--- src/rtl/leorv32_lsu.sv ---
// Load/store unit for leorv32. Takes one decoded load or store per request and runs it
// on a 32-bit valid/ready data bus. Word-aligns the bus address, builds byte strobes,
// replicates store data across byte lanes, and extracts and extends load data.
// Misaligned accesses, illegal funct3 values and bus timeouts answer with resp_err.
//
// Ports
//   clk, reset                 clock; synchronous active-high reset
//   req_valid/req_ready        request handshake from the execute stage
//   req_store, req_funct3      access kind (load/store) and size/sign encoding
//   req_addr, req_wdata        byte address and store data (rs2)
//   resp_valid/resp_err        one-cycle completion pulse; error flag
//   resp_rdata                 extended load data, 0 for stores and errors
//   mem_valid/mem_ready        bus request handshake
//   mem_addr/mem_wdata/wstrb   word address, lane-replicated data, byte strobes (0 = read)
//   mem_rdata                  bus read data, valid with mem_ready
module leorv32_lsu #(
  parameter int unsigned BUS_TIMEOUT = 0  // BUS cycles without mem_ready before abort; 0 = never
) (
  input  logic        clk,
  input  logic        reset,
  input  logic        req_valid,
  output logic        req_ready,
  input  logic        req_store,
  input  logic [2:0]  req_funct3,
  input  logic [31:0] req_addr,
  input  logic [31:0] req_wdata,
  output logic        resp_valid,
  output logic [31:0] resp_rdata,
  output logic        resp_err,
  output logic        mem_valid,
  input  logic        mem_ready,
  output logic [31:0] mem_addr,
  output logic [31:0] mem_wdata,
  output logic [3:0]  mem_wstrb,
  input  logic [31:0] mem_rdata
);

  typedef enum logic [1:0] {StIdle, StBus, StResp, StErr} state_e;

  localparam logic [31:0] TimeoutLast = 32'(BUS_TIMEOUT) - 32'd1;

  state_e      state_q, state_d;
  logic [2:0]  funct3_q, funct3_d;
  logic [1:0]  off_q, off_d;
  logic        store_q, store_d;
  logic [31:0] mem_addr_q, mem_addr_d;
  logic [31:0] mem_wdata_q, mem_wdata_d;
  logic [3:0]  mem_wstrb_q, mem_wstrb_d;
  logic [31:0] rdata_q, rdata_d;
  logic [31:0] cnt_q, cnt_d;

  // Request decode
  logic        req_legal, req_misaligned, req_ok;
  logic [3:0]  req_strb;
  logic [31:0] req_wrep;

  always_comb begin
    if (req_store) begin
      req_legal = (req_funct3 == 3'b000) || (req_funct3 == 3'b001) || (req_funct3 == 3'b010);
    end else begin
      req_legal = (req_funct3 == 3'b000) || (req_funct3 == 3'b001) || (req_funct3 == 3'b010) ||
                  (req_funct3 == 3'b100) || (req_funct3 == 3'b101);
    end
    // funct3[1:0] carries the access size for every legal encoding
    req_misaligned = ((req_funct3[1:0] == 2'b01) && req_addr[0]) ||
                     ((req_funct3[1:0] == 2'b10) && (req_addr[1:0] != 2'b00));
    req_ok = req_legal && !req_misaligned;

    req_strb = 4'b0000;
    req_wrep = 32'h0;
    if (req_store) begin
      case (req_funct3)
        3'b000: begin
          req_strb = 4'b0001 << req_addr[1:0];
          req_wrep = {4{req_wdata[7:0]}};
        end
        3'b001: begin
          req_strb = 4'b0011 << {req_addr[1], 1'b0};
          req_wrep = {2{req_wdata[15:0]}};
        end
        3'b010: begin
          req_strb = 4'b1111;
          req_wrep = req_wdata;
        end
        default: begin
          req_strb = 4'b0000;
          req_wrep = 32'h0;
        end
      endcase
    end
  end

  // Load data extraction from the addressed byte lane
  logic [31:0] ld_shift, ld_ext;

  always_comb begin
    ld_shift = mem_rdata >> {off_q, 3'b000};
    case (funct3_q)
      3'b000:  ld_ext = {{24{ld_shift[7]}}, ld_shift[7:0]};
      3'b001:  ld_ext = {{16{ld_shift[15]}}, ld_shift[15:0]};
      3'b100:  ld_ext = {24'h0, ld_shift[7:0]};
      3'b101:  ld_ext = {16'h0, ld_shift[15:0]};
      default: ld_ext = ld_shift;
    endcase
  end

  // Next-state logic
  always_comb begin
    state_d     = state_q;
    funct3_d    = funct3_q;
    off_d       = off_q;
    store_d     = store_q;
    mem_addr_d  = mem_addr_q;
    mem_wdata_d = mem_wdata_q;
    mem_wstrb_d = mem_wstrb_q;
    rdata_d     = rdata_q;
    cnt_d       = cnt_q;

    case (state_q)
      StIdle: begin
        if (req_valid) begin
          funct3_d    = req_funct3;
          off_d       = req_addr[1:0];
          store_d     = req_store;
          mem_addr_d  = {req_addr[31:2], 2'b00};
          mem_wdata_d = req_wrep;
          mem_wstrb_d = req_strb;
          cnt_d       = 32'h0;
          if (req_ok) begin
            state_d = StBus;
          end else begin
            state_d = StErr;
            rdata_d = 32'h0;
          end
        end
      end
      StBus: begin
        // mem_ready takes priority over a timeout expiring in the same cycle
        if (mem_ready) begin
          rdata_d = store_q ? 32'h0 : ld_ext;
          cnt_d   = 32'h0;
          state_d = StResp;
        end else if ((BUS_TIMEOUT != 0) && (cnt_q == TimeoutLast)) begin
          rdata_d = 32'h0;
          cnt_d   = 32'h0;
          state_d = StErr;
        end else begin
          cnt_d = cnt_q + 32'd1;
        end
      end
      StResp:  state_d = StIdle;
      StErr:   state_d = StIdle;
      default: state_d = StIdle;
    endcase
  end

  always_ff @(posedge clk) begin
    if (reset) begin
      state_q     <= StIdle;
      funct3_q    <= 3'b000;
      off_q       <= 2'b00;
      store_q     <= 1'b0;
      mem_addr_q  <= 32'h0;
      mem_wdata_q <= 32'h0;
      mem_wstrb_q <= 4'b0000;
      rdata_q     <= 32'h0;
      cnt_q       <= 32'h0;
    end else begin
      state_q     <= state_d;
      funct3_q    <= funct3_d;
      off_q       <= off_d;
      store_q     <= store_d;
      mem_addr_q  <= mem_addr_d;
      mem_wdata_q <= mem_wdata_d;
      mem_wstrb_q <= mem_wstrb_d;
      rdata_q     <= rdata_d;
      cnt_q       <= cnt_d;
    end
  end

  always_comb begin
    req_ready  = (state_q == StIdle);
    mem_valid  = (state_q == StBus);
    resp_valid = (state_q == StResp) || (state_q == StErr);
    resp_err   = (state_q == StErr);
    resp_rdata = rdata_q;
    mem_addr   = mem_addr_q;
    mem_wdata  = mem_wdata_q;
    mem_wstrb  = mem_wstrb_q;
  end

endmodule

--- config.mk ---
export PLATFORM = sky130hd
export DESIGN_NAME = leorv32_lsu
export DESIGN_NICKNAME = d
export VERILOG_FILES = /design/src/rtl/leorv32_lsu.sv
export SDC_FILE = /design/constraint.sdc
export NUM_CORES = 1
export LEC_CHECK = 0
export ABC_AREA = 1
export CORE_ASPECT_RATIO = 0.6
export CORE_MARGIN = 2
export CORE_UTILIZATION = 43
export DETAILED_ROUTE_END_ITERATION = 6
export MAX_ROUTING_LAYER = met4
export PLACE_DENSITY_LB_ADDON = 0.05
export SYNTH_ARGS = -nofsm -noshare
export SYNTH_HDL_FRONTEND = slang
export SYNTH_SLANG_ARGS = --single-unit
--- constraint.sdc ---
create_clock -name clk -period 1.5 [get_ports clk]
set_input_delay 0.375 -clock clk [delete_from_list [all_inputs] [get_ports clk]]
set_output_delay 0.375 -clock clk [all_outputs]
set_load 0.02 [all_outputs]
==> summary.md <==
| Metric | Value |
|---|---|
| Placed Cells | 1,115 |
| Largest net degree at the start of global routing | 55 |
| Worst-case reg-to-reg path depth | 8 |
| Share of layout cells above drive strength 1 | 14.8% |
| Hold Path Depth | 2 |
| Busiest grt layer | met1 |
| Simple-gate share of the synthesized area | 32.2% |
| Worst setup EP type | primary output |
| First-pass GRT wire length | 26,900 um |
| Non-Filler Instances | around 1.1k |
| M3 GR Usage | 7.55% |
| Pleak | 3.67 nW |
| DR iter-0 viols | roughly 400 |
| Synth Register Bits | around 110 |
| Clock buffer depth | 2 |
| Initial DRT Pass Iterations | 5 |
| Worst vdd ir | 0.752 mV |
| Worst Setup Path Type | flop to primary output |
| Antenna-violating nets left | 0 |
| Tot Pwr | between 7 and 8 mW |
| Starting Density | 44.5% |
| Initial antenna violation count | 0 |
| Syn avg cell area | 6.95 um^2 |
| Synth unique cells | 29 |
| Vias in the first global route | 5,305 |
| Data arrival, critical path | 1.08 ns |
| HP Start | reset |
| Die area | 12,700 um^2 |
| # hold bufs at CTS | 0 |
| Port Buffer Count | 205 |
| Hold slack | 0.418 ns |
| Synth-to-Final Area Change | 54.9% |
| CP peak stage delay | 0.38 ns |
| FP Rows | 30 |
| CP cell instances | dlygate4sd2_1 |
| Fmax | between 0.6 and 0.7 GHz |
| Antenna fix cells | 0 |
| Ys Warns | 0 |
| Min-Delay Path Class | input port to flop |
| Die height | 88.0 um |
| Synth Area in Adders | 0% |
| Crit Path Max Fanout | 2 |
| WL final | 17,400 um |
| CP max stage cell | dfxtp_1 |
| TritonCTS buffer count | 9 |
| Final setup viols | 0 |
| Core area | 11,400 um^2 |
| Post-CTS Setup Inserts | 0 |
| Worst-Skew Late Latency | 0.35 ns |
| Dpl hpwl | 13,400 um |
| Status | finished, final reports clean |
| GRT Util Overall | 28.2% |
| Power per Cell Area | ~900 nW/um^2 |
| Mux contribution to synthesized area | 0% |
| TritonCTS Sinks | 106 |
| XOR/XNOR Fraction of Synth Area | 0% |
| Vias | 5,699 |
| CP required | 1.12 ns |
| Synth Area in Compound Gates | 17.1% |
| Startpoint Class | flop |
| CTS H-tree lvls | 3 |
| Clk_skew | 0.00796 ns |
| Post-Syn Area | 5060 um^2 |
| DRC viols | 0 |
| Fin nets | 1,071 |
| DIE WIDTH | 144 um |
| Sequential fraction of the synthesis area | 41.9% |
| Largest family of logic cells by synthesized area | simple AND/OR/NAND/NOR gates |
| Worst r2r dst | resp_rdata[15] |
| Gpl congestion | 0.954 |
| Fin crit share | 97.0% |
| Met2 Resource Use GR | 39.7% |
| Share of the core filled with cells | between 60 and 70% |
| Synth Instances | 728 |
| Reg2Reg Launch Point | off_q[0] |
| Top delay family on crit path | flip-flops |
| Bufs and invs on worst path | 1 |
| Max-Cap Viols | 0 |
| Slew Limit Fails | 0 |
| Root Buffer | clkbuf_16 |
| CTS tree | done |
| Hold Violations, Final | 0 |
| Clock transition at path regs | 0.07 ns |
| WL/cell | 15.4 um |
| Met1 GRT Util | 40.7% |
| Commonest non-fill, non-tap cell in the layout | nand2_1 |
| Commonest cells after routing, fill and taps aside | 284 x nand2_1, 114 x a21oi_1, 102 x dfxtp_1 |
| Setup slack, reg-to-reg | 0.09 ns |
| # IOs | between 200 and 250 |
| Via density | 5.03 |
| GRT Residual Overflow | 0 |
| Crit path time final | around 1.5 ns |
| Hold endpoint | mem_wstrb[2] |
[worst register-to-register path, stage by stage (launching register included)]
cell     delay, ns
dfxtp_4       0.39
buf_6         0.16
nand2_1       0.06
nand3_1       0.14
nand3_4       0.16
buf_4         0.20
nand2_1       0.06
nand2_1       0.07
a21oi_1       0.12
[stage by stage]
step	TNS, ns	worst slack, ns	cell area (um^2)
after global placement	-26.47	-0.335	7610
final	0	0.0447	7840
after CTS	0	0.00356	7800
after floorplan	0	0.135	5060
after global routing	-0.00146	-0.00142	7840
after detailed placement	-28.99	-0.370	7610
[cell usage after synthesis (all sizes together)]
cell    instances  area share (%)
a211oi          5            0.74
clkinv          2            0.17
conb            1           0.074
nand3          67             7.5
o21ai          23             2.3
dfxtp         106              42
o211ai          7             1.0
nor2           15             1.5
nand2         299              23
nand4           1            0.25
buf            35             5.3
a21oi         124              13
clkbuf         16             1.2
inv            27             2.1
[power breakdown]
part	switching (mW)	total, mW	internal, mW
registers	0.0763	3.01	2.93
clock network	1.09	2.45	1.36
logic	1.02	1.80	0.784
total	2.18	7.26	5.08
[registers in the layout, indices dropped and copies added (netlist names)]
| register | flops |
|---|---|
| mem_wstrb | 4 |
| off_q | 2 |
| store_q | 1 |
| state_q | 2 |
| funct3_q | 3 |
| resp_rdata | 32 |
| mem_wdata | 32 |
| mem_addr | 30 |
[per-layer routing]
layer	part of all wire, %	up-vias	routed length, um
met5	0	-	0
met1	49	2623	8560
met4	0.71	0	123
met3	8.5	11	1480
li1	-	2848	-
met2	42	217	7230
[worst max-delay path by stage]
stage / startpoint / to / slack (ns) / cells after the start
after floorplan: state_q[0] / resp_rdata[25] / 0.13 / 6
final: resp_rdata[14] / resp_rdata[14] / 0.04 / 1
after CTS: state_q[1] / resp_err / 0.004 / 3
after global routing: mem_rdata[31] / resp_rdata[17] / -0.001 / 8
after global placement: req_funct3[2] / resp_rdata[6] / -0.33 / 8
after detailed placement: req_funct3[1] / mem_wdata[7] / -0.37 / 9
[kinds of logic (layout without fill, tap and decap cells)]
family,Yosys count,after routing
AO/OA/AOI/OAI,159,159
buffers and inverters,80,322
flip-flops,106,106
other,1,2
AND/OR/NAND/NOR,382,383
[layout make-up]
cell class	instances	area, um^2
Clock buffer	10	239
Clock inverter	6	71.3
Fill cell	1017	3540
Inverter	29	115
Multi-Input combinational cell	544	2520
Sequential cell	106	2130
Tap cell	160	200
Timing Repair Buffer	277	2550
[what timing repair did]
item / 4_1_cts / 5_1_grt
pin swaps: 0 / 2
setup endpoints to repair: 134 / 72
resized for setup: 115 / 15
cloned: 0 / 1
Power figures use the tool's default switching activity.
